[src/rtl/rs_chien_ctrl.sv]
// Chien search sequencer: accepts one locator job, launches the root sweep,
// counts root hits over the valid candidate positions and reports the result.
module rs_chien_ctrl #(
  parameter int unsigned SYMB_WIDTH      = 8,
  parameter int unsigned ROOTS_PER_CYCLE = 16,
  parameter int unsigned CYCLES_NUM      = 16,
  parameter int unsigned N_ROOTS         = (1 << SYMB_WIDTH) - 1,
  parameter int unsigned T_LEN           = 8,
  localparam int unsigned DEG_W          = $clog2(T_LEN + 1),
  localparam int unsigned CNT_W          = $clog2(N_ROOTS + 1)
) (
  input  logic                       aclk,
  input  logic                       aresetn,
  input  logic                       s_vld,
  output logic                       s_rdy,
  input  logic [DEG_W:0]             s_deg,
  output logic                       chien_start,
  input  logic                       hit_vld,
  input  logic [ROOTS_PER_CYCLE-1:0] hit_mask,
  output logic                       m_vld,
  input  logic                       m_rdy,
  output logic [CNT_W-1:0]           m_err_cnt,
  output logic [DEG_W:0]             m_deg,
  output logic                       m_fail,
  output logic                       hit_unexp
);

  localparam int unsigned SDEG_W = DEG_W + 1;
  localparam int unsigned BEAT_W = (CYCLES_NUM > 1) ? $clog2(CYCLES_NUM) : 1;
  localparam int unsigned PC_W   = $clog2(ROOTS_PER_CYCLE + 1);

  typedef enum logic [1:0] {
    ST_IDLE   = 2'd0,
    ST_START  = 2'd1,
    ST_SEARCH = 2'd2,
    ST_REPORT = 2'd3
  } state_e;

  state_e              state_q, state_d;
  logic [CNT_W-1:0]    cnt_q, cnt_d;
  logic [BEAT_W-1:0]   beat_q, beat_d;
  logic                s_rdy_q, s_rdy_d;
  logic                chien_start_q, chien_start_d;
  logic                m_vld_q, m_vld_d;
  logic [CNT_W-1:0]    m_err_cnt_q, m_err_cnt_d;
  logic [SDEG_W-1:0]   m_deg_q, m_deg_d;
  logic                m_fail_q, m_fail_d;
  logic                hit_unexp_q, hit_unexp_d;

  logic                accept;
  logic                deg_bad;
  logic                last_beat;
  logic                beat_in;
  logic [PC_W-1:0]     pc;
  logic [CNT_W-1:0]    sum;

  assign accept    = s_vld && s_rdy_q;
  assign deg_bad   = (s_deg == '0) || (s_deg > SDEG_W'(T_LEN));
  assign last_beat = (beat_q == BEAT_W'(CYCLES_NUM - 1));
  assign beat_in   = hit_vld && (state_q == ST_SEARCH);
  assign sum       = cnt_q + CNT_W'(pc);

  // Popcount of this beat's lanes, skipping positions past the last valid root
  always_comb begin
    pc = '0;
    for (int unsigned i = 0; i < ROOTS_PER_CYCLE; i++) begin
      if (hit_mask[i] && ((32'(beat_q) * ROOTS_PER_CYCLE + i) < N_ROOTS)) begin
        pc = pc + PC_W'(1);
      end
    end
  end

  always_ff @(posedge aclk or negedge aresetn) begin
    if (!aresetn) begin
      state_q <= ST_IDLE;
    end else begin
      state_q <= state_d;
    end
  end

  always_comb begin
    state_d = state_q;
    unique case (state_q)
      ST_IDLE:   if (accept) state_d = deg_bad ? ST_REPORT : ST_START;
      ST_START:  state_d = ST_SEARCH;
      ST_SEARCH: if (hit_vld && last_beat) state_d = ST_REPORT;
      ST_REPORT: if (m_rdy) state_d = ST_IDLE;
      default:   state_d = ST_IDLE;
    endcase
  end

  // Datapath and registered outputs; invalid degrees report failure without a sweep
  always_comb begin
    cnt_d         = cnt_q;
    beat_d        = beat_q;
    m_err_cnt_d   = m_err_cnt_q;
    m_deg_d       = m_deg_q;
    m_fail_d      = m_fail_q;
    s_rdy_d       = (state_d == ST_IDLE);
    chien_start_d = (state_d == ST_START);
    m_vld_d       = (state_d == ST_REPORT);
    hit_unexp_d   = hit_vld && (state_q != ST_SEARCH);

    if (accept) begin
      m_deg_d = s_deg;
      cnt_d   = '0;
      beat_d  = '0;
      if (deg_bad) begin
        m_err_cnt_d = '0;
        m_fail_d    = 1'b1;
      end
    end

    if (beat_in) begin
      cnt_d  = sum;
      beat_d = beat_q + BEAT_W'(1);
      if (last_beat) begin
        m_err_cnt_d = sum;
        m_fail_d    = (32'(sum) != 32'(m_deg_q));
      end
    end
  end

  always_ff @(posedge aclk or negedge aresetn) begin
    if (!aresetn) begin
      cnt_q         <= '0;
      beat_q        <= '0;
      s_rdy_q       <= 1'b0;
      chien_start_q <= 1'b0;
      m_vld_q       <= 1'b0;
      m_err_cnt_q   <= '0;
      m_deg_q       <= '0;
      m_fail_q      <= 1'b0;
      hit_unexp_q   <= 1'b0;
    end else begin
      cnt_q         <= cnt_d;
      beat_q        <= beat_d;
      s_rdy_q       <= s_rdy_d;
      chien_start_q <= chien_start_d;
      m_vld_q       <= m_vld_d;
      m_err_cnt_q   <= m_err_cnt_d;
      m_deg_q       <= m_deg_d;
      m_fail_q      <= m_fail_d;
      hit_unexp_q   <= hit_unexp_d;
    end
  end

  assign s_rdy       = s_rdy_q;
  assign chien_start = chien_start_q;
  assign m_vld       = m_vld_q;
  assign m_err_cnt   = m_err_cnt_q;
  assign m_deg       = m_deg_q;
  assign m_fail      = m_fail_q;
  assign hit_unexp   = hit_unexp_q;

endmodule

[config.mk]
export PLATFORM = sky130hd
export DESIGN_NAME = rs_chien_ctrl
export DESIGN_NICKNAME = d
export VERILOG_FILES = /design/src/rtl/rs_chien_ctrl.sv
export SDC_FILE = /design/constraint.sdc
export NUM_CORES = 1
export LEC_CHECK = 0
export ABC_AREA = 1
export CORE_MARGIN = 5
export CORE_UTILIZATION = 35
export CTS_CLUSTER_SIZE = 30
export DETAILED_ROUTE_END_ITERATION = 6
export SLEW_MARGIN = 20
export SYNTH_ARGS = -nofsm -noshare
export SYNTH_HDL_FRONTEND = slang
export SYNTH_SLANG_ARGS = --single-unit
[constraint.sdc]
create_clock -name aclk -period 3.15 [get_ports aclk]
set_input_delay 0.63 -clock aclk [delete_from_list [all_inputs] [get_ports aclk]]
set_output_delay 0.63 -clock aclk [all_outputs]
set_load 0.01 [all_outputs]
==> metrics.txt <==
Inst Count DP about 870; Routed wire per std cell 12.0 um; critical path class input pin to flop; Yosys cell types 34; worst setup margin -3.86 ns; fraction of layout cells with a size suffix above 1 0.476; CP dominant cell by count nand2_2; Synth top cells by count nand2_1, nand3_1, inv_1; vias in the first global route approximately 4,200; Reg clk slew, reported paths approximately 0.070 ns; antenna violations before repair 0; Crit-path slowest cell fa_2; Worst EP required between 3 and 4 ns; Clock Skew 0.00496 ns; Die Span Y about 110 um; CTS hold repair buffers 0; DRC viols 0; CTS tree yes; yosys warns 0; Post-synth EDFFs 0; synthesized cell area about 3600 um2; clk buf depth 2; top post-synthesis cells by area dfrtp_1, nand2_1, nand3_1; Clock Sinks 32; total of max-cap violations 0; worst min-delay path class flop to flop; Initial DRC Count roughly 180; result of the run finished with violations; Final Cycle Share 2.23; die span in x 112 um; core area 10,200 um2; wirelength, routed ~11 mm; Relative slew margins 0.687; Port Buffers between 40 and 50; H-tree Lvls 2; Worst Max-Slew Pin Slew roughly 0.46 ns; final setup violating endpoints 17; VDD IR-drop max about 500 uV; die area roughly 12,000 um2; largest area contributor in the netlist dfrtp_1; clk_lat worst skew around 0.28 ns; failing checks setup timing; Final Hold Fails 0; CP endpoint kind flop; cell count after synthesis ~570; Syn Area/Cell about 6.3 um2; wire length of the first global-routing pass around 18 mm; Critical Path AT approximately 7.2 ns; Setup crit start kind input pin; IO Count between 40 and 50; Seq cells post-synth 32; grt ovf 0; top_reg_cell synth dfrtp_1; Synth Net Count ~620; RSZ-0062 raised after global routing true; Root Buffer Master clkbuf_8; dpl hpwl roughly 7.8 mm; Nets 824; Max Slew Vio Count 0; TritonCTS Buffers 5; largest net degree at the start of global routing 33; gr usage total 0.165; total power about 4.3 mW; Worst path max stage delay 0.57 ns; sequential area share after synthesis 0.221; placer's final routability congestion estimate roughly 0.88; top-count cell post-synth nand2_1; Worst Hold Margin 0.528 ns; Post-Layout Cell Count 912; DR vias/cell 4.72; ant diodes 0; pwr/cell area ~670 nW/um2; drt pass-1 iters 5; total leakage power about 3.3 nW; setup TNS -55.32 ns; fin crit period ~7 ns; Synth top area share 0.221; ANT nets after route 0; fmax about 140 MHz; Worst Path Max Fanout 4; Synth-to-Final Area Change 74.5%; FFs w/ async S/R, synth 1.00; routed via count between 4,000 and 5,000; Core Rows 37; Initial Utilization 0.355
[worst paths after layout]
check | to | startpoint | cells past startpoint | slack [ns]
max reg2reg | m_fail | beat_q[0] | 14 | -0.02
min reg2reg | m_err_cnt[0] | m_err_cnt[0] | 2 | 0.53
max in group asynchronous | chien_start | aresetn | 2 | 2.11
min in group asynchronous | cnt_q[2] | aresetn | 2 | 0.74
min | m_err_cnt[0] | m_err_cnt[0] | 2 | 0.53
max | m_fail | hit_mask[0] | 55 | -3.86
[cell type report]
class	instances	area, um2
Clock buffer	6	82.6
Sequential cell	32	801
Timing Repair Buffer	199	1640
Tap cell	136	170
Fill cell	876	3870
Clock inverter	2	10.0
Inverter	94	378
Multi-Input combinational cell	443	3230
[state kept, by name, indices dropped and copies added, names as in the netlist]
register / flops
m_vld: 1
m_fail: 1
beat_q: 4
m_err_cnt: 8
state_q: 2
m_deg: 5
hit_unexp: 1
s_rdy: 1
cnt_q: 8
chien_start: 1
[worst max-delay path: cells and delay by family]
family | cells | cell delay (ns)
AOI/OAI and AO/OA | 5 | 0.76
buffers and inverters | 8 | 0.39
adders and majority gates | 9 | 2.45
and+or+nand+nor | 33 | 2.90
[placed cells by master, fill, tap and decap left out, types with 3 or more instances in the layout]
cell	n
buf_4	146
nand2_1	128
inv_1	68
nand3_1	63
nand2_2	59
clkdlybuf4s50_1	40
dfrtp_1	32
nand3_2	30
nand2_4	28
nor2_1	23
inv_2	19
ha_4	17
nand3b_1	12
o21ai_2	12
buf_6	10
o21ai_0	8
nand3_4	7
clkbuf_8	6
nand4_1	5
xor2_1	5
o22ai_2	5
o21ai_1	4
ha_1	4
inv_4	3
a21oi_1	3
a21oi_2	3
xnor2_1	3
[per-stage QoR]
stage	instance area, um2	util	setup slack, ns
detailed placement	5250	0.515	-4.92
CTS	5730	0.563	-3.94
finish	6310	0.620	-3.86
global route	6310	0.620	-4.19
global placement	5250	0.515	-4.74
floorplan	3780	-	-3.72
[layer usage]
layer / part of all wire / vias up / GRT usage
li1: - / 2238 / -
met1: 0.45 / 2018 / 0.216
met2: 0.52 / 45 / 0.298
met3: 0.020 / 6 / 0.0179
met4: 0.0045 / 0 / 0.0203
met5: 0 / - / 0
[power by group]
part	internal (mW)	switching (mW)	total [mW]
clock	0.174	0.151	0.326
combinational	1.66	1.61	3.27
sequential	0.550	0.110	0.660
total	2.38	1.87	4.25
[cells by family after synthesis]
logic type	after synthesis	share of synthesized area
simple gates	365	0.496
buf+inv	99	0.107
compound gates	43	0.0657
flops	32	0.221
fa+ha+maj	23	0.0816
xor+xnor	12	0.0290
[timing repair]
| action | 4_1_cts | 5_1_grt |
|---|---|---|
| buffers inserted | 24 | 15 |
| resized for setup | 58 | 124 |
| setup endpoints to repair | 17 | 17 |
| pin swaps | 42 | 93 |
Power figures use the tool's default switching activity.
